$ cat src/rtl/hazard_ctrl_unit.sv
// Hazard control: registered flush sequencing on PC mispredict, plus load-use stall.
// Define HAZARD_LOAD_USE_EN to build the load-use stall path and stall_cnt.
module hazard_ctrl_unit #(
   parameter int unsigned PC_W         = 12,
   parameter int unsigned WARMUP       = 5,
   parameter int unsigned FLUSH_CYCLES = 2,
   parameter int unsigned CNT_W        = 16
) (
   input  logic             clk,
   input  logic             rstn,
   input  logic [PC_W-1:0]  pc_pred,
   input  logic [PC_W-1:0]  pc_actual,
   input  logic             ex_valid,
   input  logic [31:0]      num_inst,
   input  logic [4:0]       id_rs1,
   input  logic [4:0]       id_rs2,
   input  logic [4:0]       ex_rd,
   input  logic             ex_memread,
   output logic             flush,
   output logic             stall,
   output logic [CNT_W-1:0] flush_cnt,
   output logic [CNT_W-1:0] stall_cnt
);

   typedef enum logic [0:0] {StIdle, StFlush} state_e;

   localparam logic [7:0] WarmMax = 8'(WARMUP);
   localparam logic [3:0] FlInit  = 4'(FLUSH_CYCLES - 1);

   state_e           state_q, state_d;
   logic [3:0]       fl_q, fl_d;
   logic [7:0]       warm_q, warm_d;
   logic             flush_q, flush_d;
   logic [CNT_W-1:0] flush_cnt_q, flush_cnt_d;
   logic [PC_W-1:0]  pc_seq;
   logic             mismatch;
   logic             armed;
   logic             detect;

   // Sequential successor wraps modulo 2^PC_W.
   assign pc_seq   = pc_pred + PC_W'(4);
   assign mismatch = ex_valid && (pc_actual != pc_seq);
   assign armed    = (warm_q == WarmMax);
   assign detect   = mismatch && armed && (num_inst != 32'd0);
   assign warm_d   = armed ? warm_q : warm_q + 8'd1;

   // Detection only in StIdle, so wrong-path mismatches never extend a flush.
   always_comb begin
      state_d     = state_q;
      fl_d        = fl_q;
      flush_cnt_d = flush_cnt_q;
      flush_d     = 1'b0;
      unique case (state_q)
         StIdle: begin
            if (detect) begin
               state_d     = StFlush;
               fl_d        = FlInit;
               flush_d     = 1'b1;
               flush_cnt_d = (flush_cnt_q == '1) ? flush_cnt_q : flush_cnt_q + CNT_W'(1);
            end
         end
         StFlush: begin
            if (fl_q == 4'd0) begin
               state_d = StIdle;
            end else begin
               fl_d    = fl_q - 4'd1;
               flush_d = 1'b1;
            end
         end
      endcase
   end

   always_ff @(posedge clk or posedge rstn) begin
      if (rstn) begin
         state_q     <= StIdle;
         fl_q        <= 4'd0;
         warm_q      <= 8'd0;
         flush_q     <= 1'b0;
         flush_cnt_q <= '0;
      end else begin
         state_q     <= state_d;
         fl_q        <= fl_d;
         warm_q      <= warm_d;
         flush_q     <= flush_d;
         flush_cnt_q <= flush_cnt_d;
      end
   end

   assign flush     = flush_q;
   assign flush_cnt = flush_cnt_q;

`ifdef HAZARD_LOAD_USE_EN
   logic             load_use;
   logic [CNT_W-1:0] stall_cnt_q, stall_cnt_d;

   assign load_use = ex_memread && (ex_rd != 5'd0) && ((ex_rd == id_rs1) || (ex_rd == id_rs2));
   assign stall    = load_use && armed && (state_q == StIdle) && !flush_q;

   assign stall_cnt_d = (stall && (stall_cnt_q != '1)) ? stall_cnt_q + CNT_W'(1) : stall_cnt_q;

   always_ff @(posedge clk or posedge rstn) begin
      if (rstn) begin
         stall_cnt_q <= '0;
      end else begin
         stall_cnt_q <= stall_cnt_d;
      end
   end

   assign stall_cnt = stall_cnt_q;

   a_flush_over_stall: assert property (@(posedge clk) disable iff (rstn) !(flush_q && stall));
`else
   logic unused_load_use;
   assign unused_load_use = ^{ex_memread, ex_rd, id_rs1, id_rs2};
   assign stall           = 1'b0;
   assign stall_cnt       = '0;
`endif

   a_flush_state: assert property (@(posedge clk) disable iff (rstn)
                                    flush_q == (state_q == StFlush));

endmodule

$ cat config.mk
export PLATFORM = sky130hd
export DESIGN_NAME = hazard_ctrl_unit
export DESIGN_NICKNAME = d
export VERILOG_FILES = /design/src/rtl/hazard_ctrl_unit.sv
export SDC_FILE = /design/constraint.sdc
export NUM_CORES = 1
export LEC_CHECK = 0
export ABC_CLOCK_PERIOD_IN_PS = 1700
export CORE_ASPECT_RATIO = 1.4
export CORE_MARGIN = 1
export CORE_UTILIZATION = 35
export CTS_CLUSTER_SIZE = 28
export DETAILED_ROUTE_END_ITERATION = 10
export GPL_TIMING_DRIVEN = 1
export PLACE_DENSITY = 0.83
export SYNTH_ARGS = -nofsm -noshare
export SYNTH_HDL_FRONTEND = slang
export SYNTH_SLANG_ARGS = --single-unit
$ cat constraint.sdc
create_clock -name clk -period 1.7 [get_ports clk]
set_input_delay 0.255 -clock clk [delete_from_list [all_inputs] [get_ports clk]]
set_output_delay 0.255 -clock clk [all_outputs]
set_load 0.1 [all_outputs]
==> results of run 1 <==
worst max-delay path: cells and delay by family, from the launching register on:
family          cells  cell delay (ps)
buf+inv             2              240
compound gates      1              190
simple gates        4              770
xor+xnor            1              140
fa+ha+maj           1              120
flops               1              380
metrics by stage:
stage	total power [W]	area (um^2)	hold WS, ps	TNS (ps)
2_1_floorplan	0.00216	2160	333	-1920
3_3_place_gp	0.00285	3280	465	-13370
3_5_place_dp	0.00290	3280	468	-14560
4_1_cts	0.00359	3530	336	-4330
5_1_grt	0.00379	3670	399	-6070
6_report	0.00364	3670	327	-3440
placed cells by master, fill, tap and decap left out, drive strengths merged, types with 2 or more instances in the layout:
cell,n
nor2,8
nor3b,3
o22ai,4
nand3,10
clkdlybuf4s15,3
a21oi,5
nand3b,2
clkbuf,10
xnor2,23
dlymetal6s2s,11
ha,5
and3,8
dfrtp,29
nor2b,2
nor3,10
buf,62
and4,4
xor2,13
conb,17
nand2,27
nand4,7
inv,7
dlygate4sd2,15
nor4,10
clkdlybuf4s50,25
where the power goes:
part | total, W | switching, W | internal, W
logic | 0.00206 | 0.00124 | 0.000814
clock network | 0.000595 | 0.000266 | 0.000329
registers | 0.000984 | 0.000132 | 0.000852
total | 0.00364 | 0.00164 | 0.00200
registers in the layout, indices dropped and copies added (netlist names):
register,count
flush_cnt,16
fl_q,4
flush,1
warm_q,8
path summary, 6_finish.rpt:
kind,end,cells past startpoint
min in group clk,warm_q[7]$_DFFE_PP0N_,1
worst max-delay path,flush_cnt[14]$_DFFE_PP0P_,9
worst max register to register,flush_cnt[14]$_DFFE_PP0P_,9
max in group asynchronous,flush_cnt[4]$_DFFE_PP0P_,3
worst min-delay path,fl_q[1]$_DFFE_PP0P_,3
worst min register to register,warm_q[7]$_DFFE_PP0N_,1
timing repair:
action | CTS | global route
setup endpoints to repair | 21 | 21
hold endpoints to repair | 0 | 0
gates resized for setup | 62 | 31
hold buffers | 0 | 0
pin swaps | 34 | 26
buffers inserted | 5 | 5
logic make-up after synthesis:
| group | count (synthesis) |
|---|---|
| flip-flops | 29 |
| buffers and inverters | 27 |
| other | 1 |
| XOR/XNOR | 37 |
| AO/OA/AOI/OAI | 16 |
| multiplexers | 1 |
| adder cells (fa/ha/maj) | 5 |
| AND/OR/NAND/NOR | 95 |
per-layer routing:
layer	global-route usage [%]	wire length, um	share of wire [%]	up-vias
met3	4.27	271	4.6	15
met2	37.8	3240	56	95
met5	0	0	0	-
met4	9.42	176	3.0	0
li1	-	-	-	945
met1	20.0	2140	37	943
area by class of cell:
cell class | instances | area share [%]
Multi-Input combinational cell | 171 | 38.6
Clock buffer | 8 | 2.46
Sequential cell | 29 | 21.1
Timing Repair Buffer | 119 | 34.8
Inverter | 7 | 0.716
Tap cell | 68 | 2.32
==> summary.txt, run 1 <==
Layout
  • Area of the multi-input gates: 1420 um^2
  • # fillers: 419
  • Non-Filler Instances: 402
  • Synthesis-to-finish area growth: 85.2%
  • Share of post-route cells with drive strength above 1: 40.7%
  • FF/Latch Area: 772 um^2
  • Layout Nets: 413
  • Core Util, Final: 66.9%
  • Number of diodes: 0

Floorplan
  • Die width: 65.6 um
  • IO Count: 109
  • Die area: 5970 um^2
  • Starting Density: 36.1%
  • Placement row count: 32
  • Core footprint: 5490 um^2
  • Die height: 91.0 um

Critical path
  • Crit-path max FO: 6
  • Required @ worst endpoint: 1870 ps
  • FF-to-FF Start: warm_q[1]$_DFFE_PP0N_
  • Worst setup SP type: flop
  • Crit path largest cell delay: 380 ps
  • Critical Path Slowest Stage Cell: dfrtp_1
  • Worst setup startpoint: warm_q[1]$_DFFE_PP0N_
  • Critical path data arrival time: 2140 ps
  • R2r setup slk: -270 ps
  • Crit path kind: reg2reg
  • Critical path cell sequence: inv_2 -> ha_4 -> nor4b_4 -> and2_4 -> o2111ai_4 -> nor3_2 -> buf_4 -> nand4_1 -> xnor2_1
  • CP endpoint kind: flop

Timing
  • Final worst setup slack: -268 ps
  • Fmax: 508 MHz
  • Period Utilization, post-route: 116%
  • Skew final: 4.06 ps
  • Minimum clock period: 1970 ps
  • Final Hold Fails: 0
  • Unrepaired setup endpoints after global routing: yes
  • Setup violations, final: 21
  • Final Slew Violations: 0

Synth
  • Number of synthesized flops with an enable pin: 0
  • Share of the synthesized area in the top cell type: 36.6%
  • Commonest cells post-synth: dfrtp_1 (29), nand2_1 (26), xnor2_1 (23), buf_4 (17), xor2_1 (13)
  • Most common cell in the netlist: dfrtp_1
  • Simple-gate area share of the yosys netlist: 27.4%
  • Sequential share of the synthesized area: 36.6%
  • Synth Area in Adders: 3.16%
  • Synth Flop Type: dfrtp_1
  • Main combinational cell family by area after synthesis: simple AND/OR/NAND/NOR gates
  • Synth Area in Compound Gates: 5.75%
  • Post-Syn Area: 1980 um^2
  • Async set-reset flop share out of synthesis: 100%
  • Largest cells by area after synthesis: dfrtp_1 (37%), xnor2_1 (10%), buf_4 (6.4%), xor2_1 (5.7%), nand2_1 (4.9%)
  • Post-synthesis mux area share: 0.758%
  • Xor/xnor cell area share of the yosys netlist: 17.1%
  • Synth unique cells: 41
  • Synth area leader: dfrtp_1
  • Synth Register Bits: 29
  • Synthesis Warnings: 0
  • Syn_area_per_cell: 9.39 um^2
  • Post-Synthesis Cells: 211

Routing
  • TritonRoute pass-1 iters: 4
  • DR WL/cell: 14.5 um
  • Routed Antenna Nets: 0
  • DRT iter0 DRCs: 34
  • Total routed wirelength: 5.83 mm
  • DRC viols: 0
  • Via count: 1,998
  • Vias per inst: 4.97

Pwr
  • PwrDens: 992 nW/um^2
  • Leak: 1.65 nW
  • Worst VDD drop: 0.000985 V

Global routing
  • Initial antenna violation count: 0
  • Grt total ovfl: 0
  • GRT Total Usage: 20.1%
  • Number of global-route vias before repair: 2,092
  • First-pass GRT wire length: 9.14 mm
  • Largest net degree at the start of global routing: 30

Placement
  • Post-placement setup slack: -800 ps
  • RePlAce Congestion: 0.865
  • Port bufs: 75
  • Inst Count DP: 385
  • Dpl hpwl: 4.19 mm

Clock network
  • CTS tree: yes
  • H-Tree Depth: 2
  • Root Buffer: clkbuf_8
  • Clock Latency Late Sink: 290 ps
  • Clock Sinks: 29
  • Total CTS buffers: 5
  • CTS max path bufs: 2
  • Clock-pin slew on the worst setup and hold paths: 60 ps

Worst hold path
  • Hold Path Class: in2async

Outcome
  • Status: finished with violations
  • Failing checks: negative setup slack

Flow run
  • Max Cap Violations: 0
Note: power is estimated with default switching activity, not from simulation.
==> inputs of run 2 (changes only) <==
CAP_MARGIN = 20   (was default)
SKIP_CTS_REPAIR_TIMING = 1   (was default)
==> summary.txt, run 2 (synthesis results as in run 1) <==
Layout
  • Share of post-route cells with drive strength above 1: 38.1%
  • Number of diodes: 0
  • # fillers: 410
  • Most frequent cells in the layout: clkdlybuf4s50_1 (38), buf_4 (36), nand2_1 (26)
  • Synthesis-to-finish area growth: 84.3%
  • Core Util, Final: 66.5%
  • Max reg flops: 16
  • Layout Nets: 412
  • Most common cell after layout, fill and taps aside: clkdlybuf4s50_1

Critical path
  • CP endpoint kind: flop
  • Crit path largest cell delay: 420 ps
  • R2r setup slk: -270 ps
  • Critical path data arrival time: 2160 ps
  • Largest delay share family, worst path: simple AND/OR/NAND/NOR gates
  • CP bufs+invs: 2
  • Worst Reg2Reg Path Length in Cells: 9
  • WP depth: 8
  • Critical Path Slowest Stage Cell: clkdlybuf4s50_1
  • Critical path cell sequence: clkdlybuf4s50_1 -> nor4_2 -> nand4_1 -> o2111ai_4 -> buf_4 -> nor2_2 -> nand2_2 -> mux2_4
  • Crit path kind: in2reg
  • Worst setup SP type: input port
  • Crit-path max FO: 7
  • Required @ worst endpoint: 1870 ps

Pwr
  • PwrDens: 984 nW/um^2
  • Sw Ratio: 44.7%
  • Total power: 0.00359 W
  • Int Pwr: 0.00199 W
  • Logic pwr share: 55.9%
  • Worst VDD drop: 0.000950 V
  • P_sw: 0.00161 W
  • Sequential power share: 27.6%
  • Leak: 1.66 nW
  • Clk pwr share: 16.6%

Clock network
  • CTS max path bufs: 2
  • Clock-pin slew on the worst setup and hold paths: 60 ps
  • H-Tree Depth: 2
  • Clock Latency Late Sink: 290 ps
  • Total CTS buffers: 5
  • CTS tree: yes
  • Root Buffer: clkbuf_8
  • Clock Sinks: 29

Floorplan
  • Die height: 91.0 um
  • IO Count: 109
  • Core footprint: 5490 um^2
  • Starting Density: 36.1%
  • Die width: 65.6 um
  • Die area: 5970 um^2
  • Placement row count: 32

Routing
  • Vias per inst: 4.95
  • Routed Antenna Nets: 0
  • DRC viols: 0
  • Via count: 1,984
  • Total routed wirelength: 5.71 mm
  • DRT iter0 DRCs: 56
  • DR WL/cell: 14.2 um
  • TritonRoute pass-1 iters: 4

Placement
  • Dpl hpwl: 4.19 mm
  • RePlAce Congestion: 0.865
  • Port bufs: 75

Timing
  • Period Utilization, post-route: 117%
  • Final Hold Fails: 0
  • Unrepaired setup endpoints after global routing: yes
  • Setup violations, final: 21
  • Final Slew Violations: 0
  • Skew final: 5.44 ps
  • Setup TNS: -3700 ps
  • Final worst setup slack: -285 ps
  • Fmax: 504 MHz
  • Minimum clock period: 1990 ps

Global routing
  • Number of global-route vias before repair: 2,006
  • Largest net degree at the start of global routing: 30
  • Initial antenna violation count: 0
  • GRT Total Usage: 18.3%
  • Grt total ovfl: 0
  • First-pass GRT wire length: 8.38 mm

Outcome
  • Status: finished with violations
  • Failing checks: negative setup slack

Worst hold path
  • Hold Path Class: in2async

Flow run
  • Max Cap Violations: 0
-- run 2: changes by cell type in the layout (fill, tap and decap cells not counted), moves of 3 or more --
| cell | previous run | this run |
|---|---|---|
| dlygate4sd2_1 | 15 | 0 |
| clkdlybuf4s50_1 | 25 | 38 |
| dlymetal6s2s_1 | 11 | 18 |
| clkdlybuf4s15_1 | 3 | 0 |
| xnor2_1 | 20 | 23 |
| xnor2_2 | 3 | 0 |
-- run 2: layer usage --
layer	global-route usage [%]	vias to the layer above	wire length, um
li1	-	947	-
met1	18.1	939	2030
met2	33.5	81	3280
met3	4.15	17	251
met4	10.5	0	140
met5	0	-	0
-- run 2: worst paths after layout --
| path | start | endpoint |
|---|---|---|
| max | num_inst[6] | flush_cnt[1]$_DFFE_PP0P_ |
| max in group asynchronous | rstn | flush_cnt[7]$_DFFE_PP0P_ |
| min | rstn | fl_q[1]$_DFFE_PP0P_ |
| max reg2reg | warm_q[1]$_DFFE_PP0N_ | flush_cnt[1]$_DFFE_PP0P_ |
| min reg2reg | warm_q[7]$_DFFE_PP0N_ | warm_q[7]$_DFFE_PP0N_ |
| min in group clk | warm_q[7]$_DFFE_PP0N_ | warm_q[7]$_DFFE_PP0N_ |
-- run 2: power by group through the flow --
stage | sequential (W) | clock [W] | combinational (W)
2_1_floorplan | 0.00152 | 0 | 0.000644
3_3_place_gp | 0.000979 | 0 | 0.00187
3_5_place_dp | 0.000989 | 0 | 0.00191
4_1_cts | 0.000979 | 0.000618 | 0.00191
5_1_grt | 0.00100 | 0.000636 | 0.00211
6_report | 0.000990 | 0.000595 | 0.00201
-- run 2: area by class of cell --
type	instances	area, um^2	share of cell area, %
flip-flops and latches	29	772	21.2
multi-input cells	171	1370	37.6
repair buffers	118	1310	35.8
inverters	7	26.3	0.720
clock buffers	8	90.1	2.47
well taps	68	85.1	2.33
-- run 2: stage by stage --
| stage | setup slack [ps] | area [um^2] | hold WS (ps) | std cells |
|---|---|---|---|---|
| 6_report | -285 | 3650 | 327 | 401 |
| 3_5_place_dp | -800 | 3280 | 468 | 385 |
| 2_1_floorplan | -297 | 2160 | 333 | 227 |
| 3_3_place_gp | -745 | 3280 | 465 | 385 |
| 4_1_cts | -497 | 3370 | 336 | 393 |
| 5_1_grt | -445 | 3650 | 399 | 401 |
-- run 2: worst reg2reg max path: stages, from the launching register on --
cell       delay [ps]
dfrtp_1           380
inv_2              80
ha_4              120
nor4b_4           200
and2_4            200
o2111ai_4         180
buf_4             210
nor2_2            100
nand2_2            80
mux2_4            300
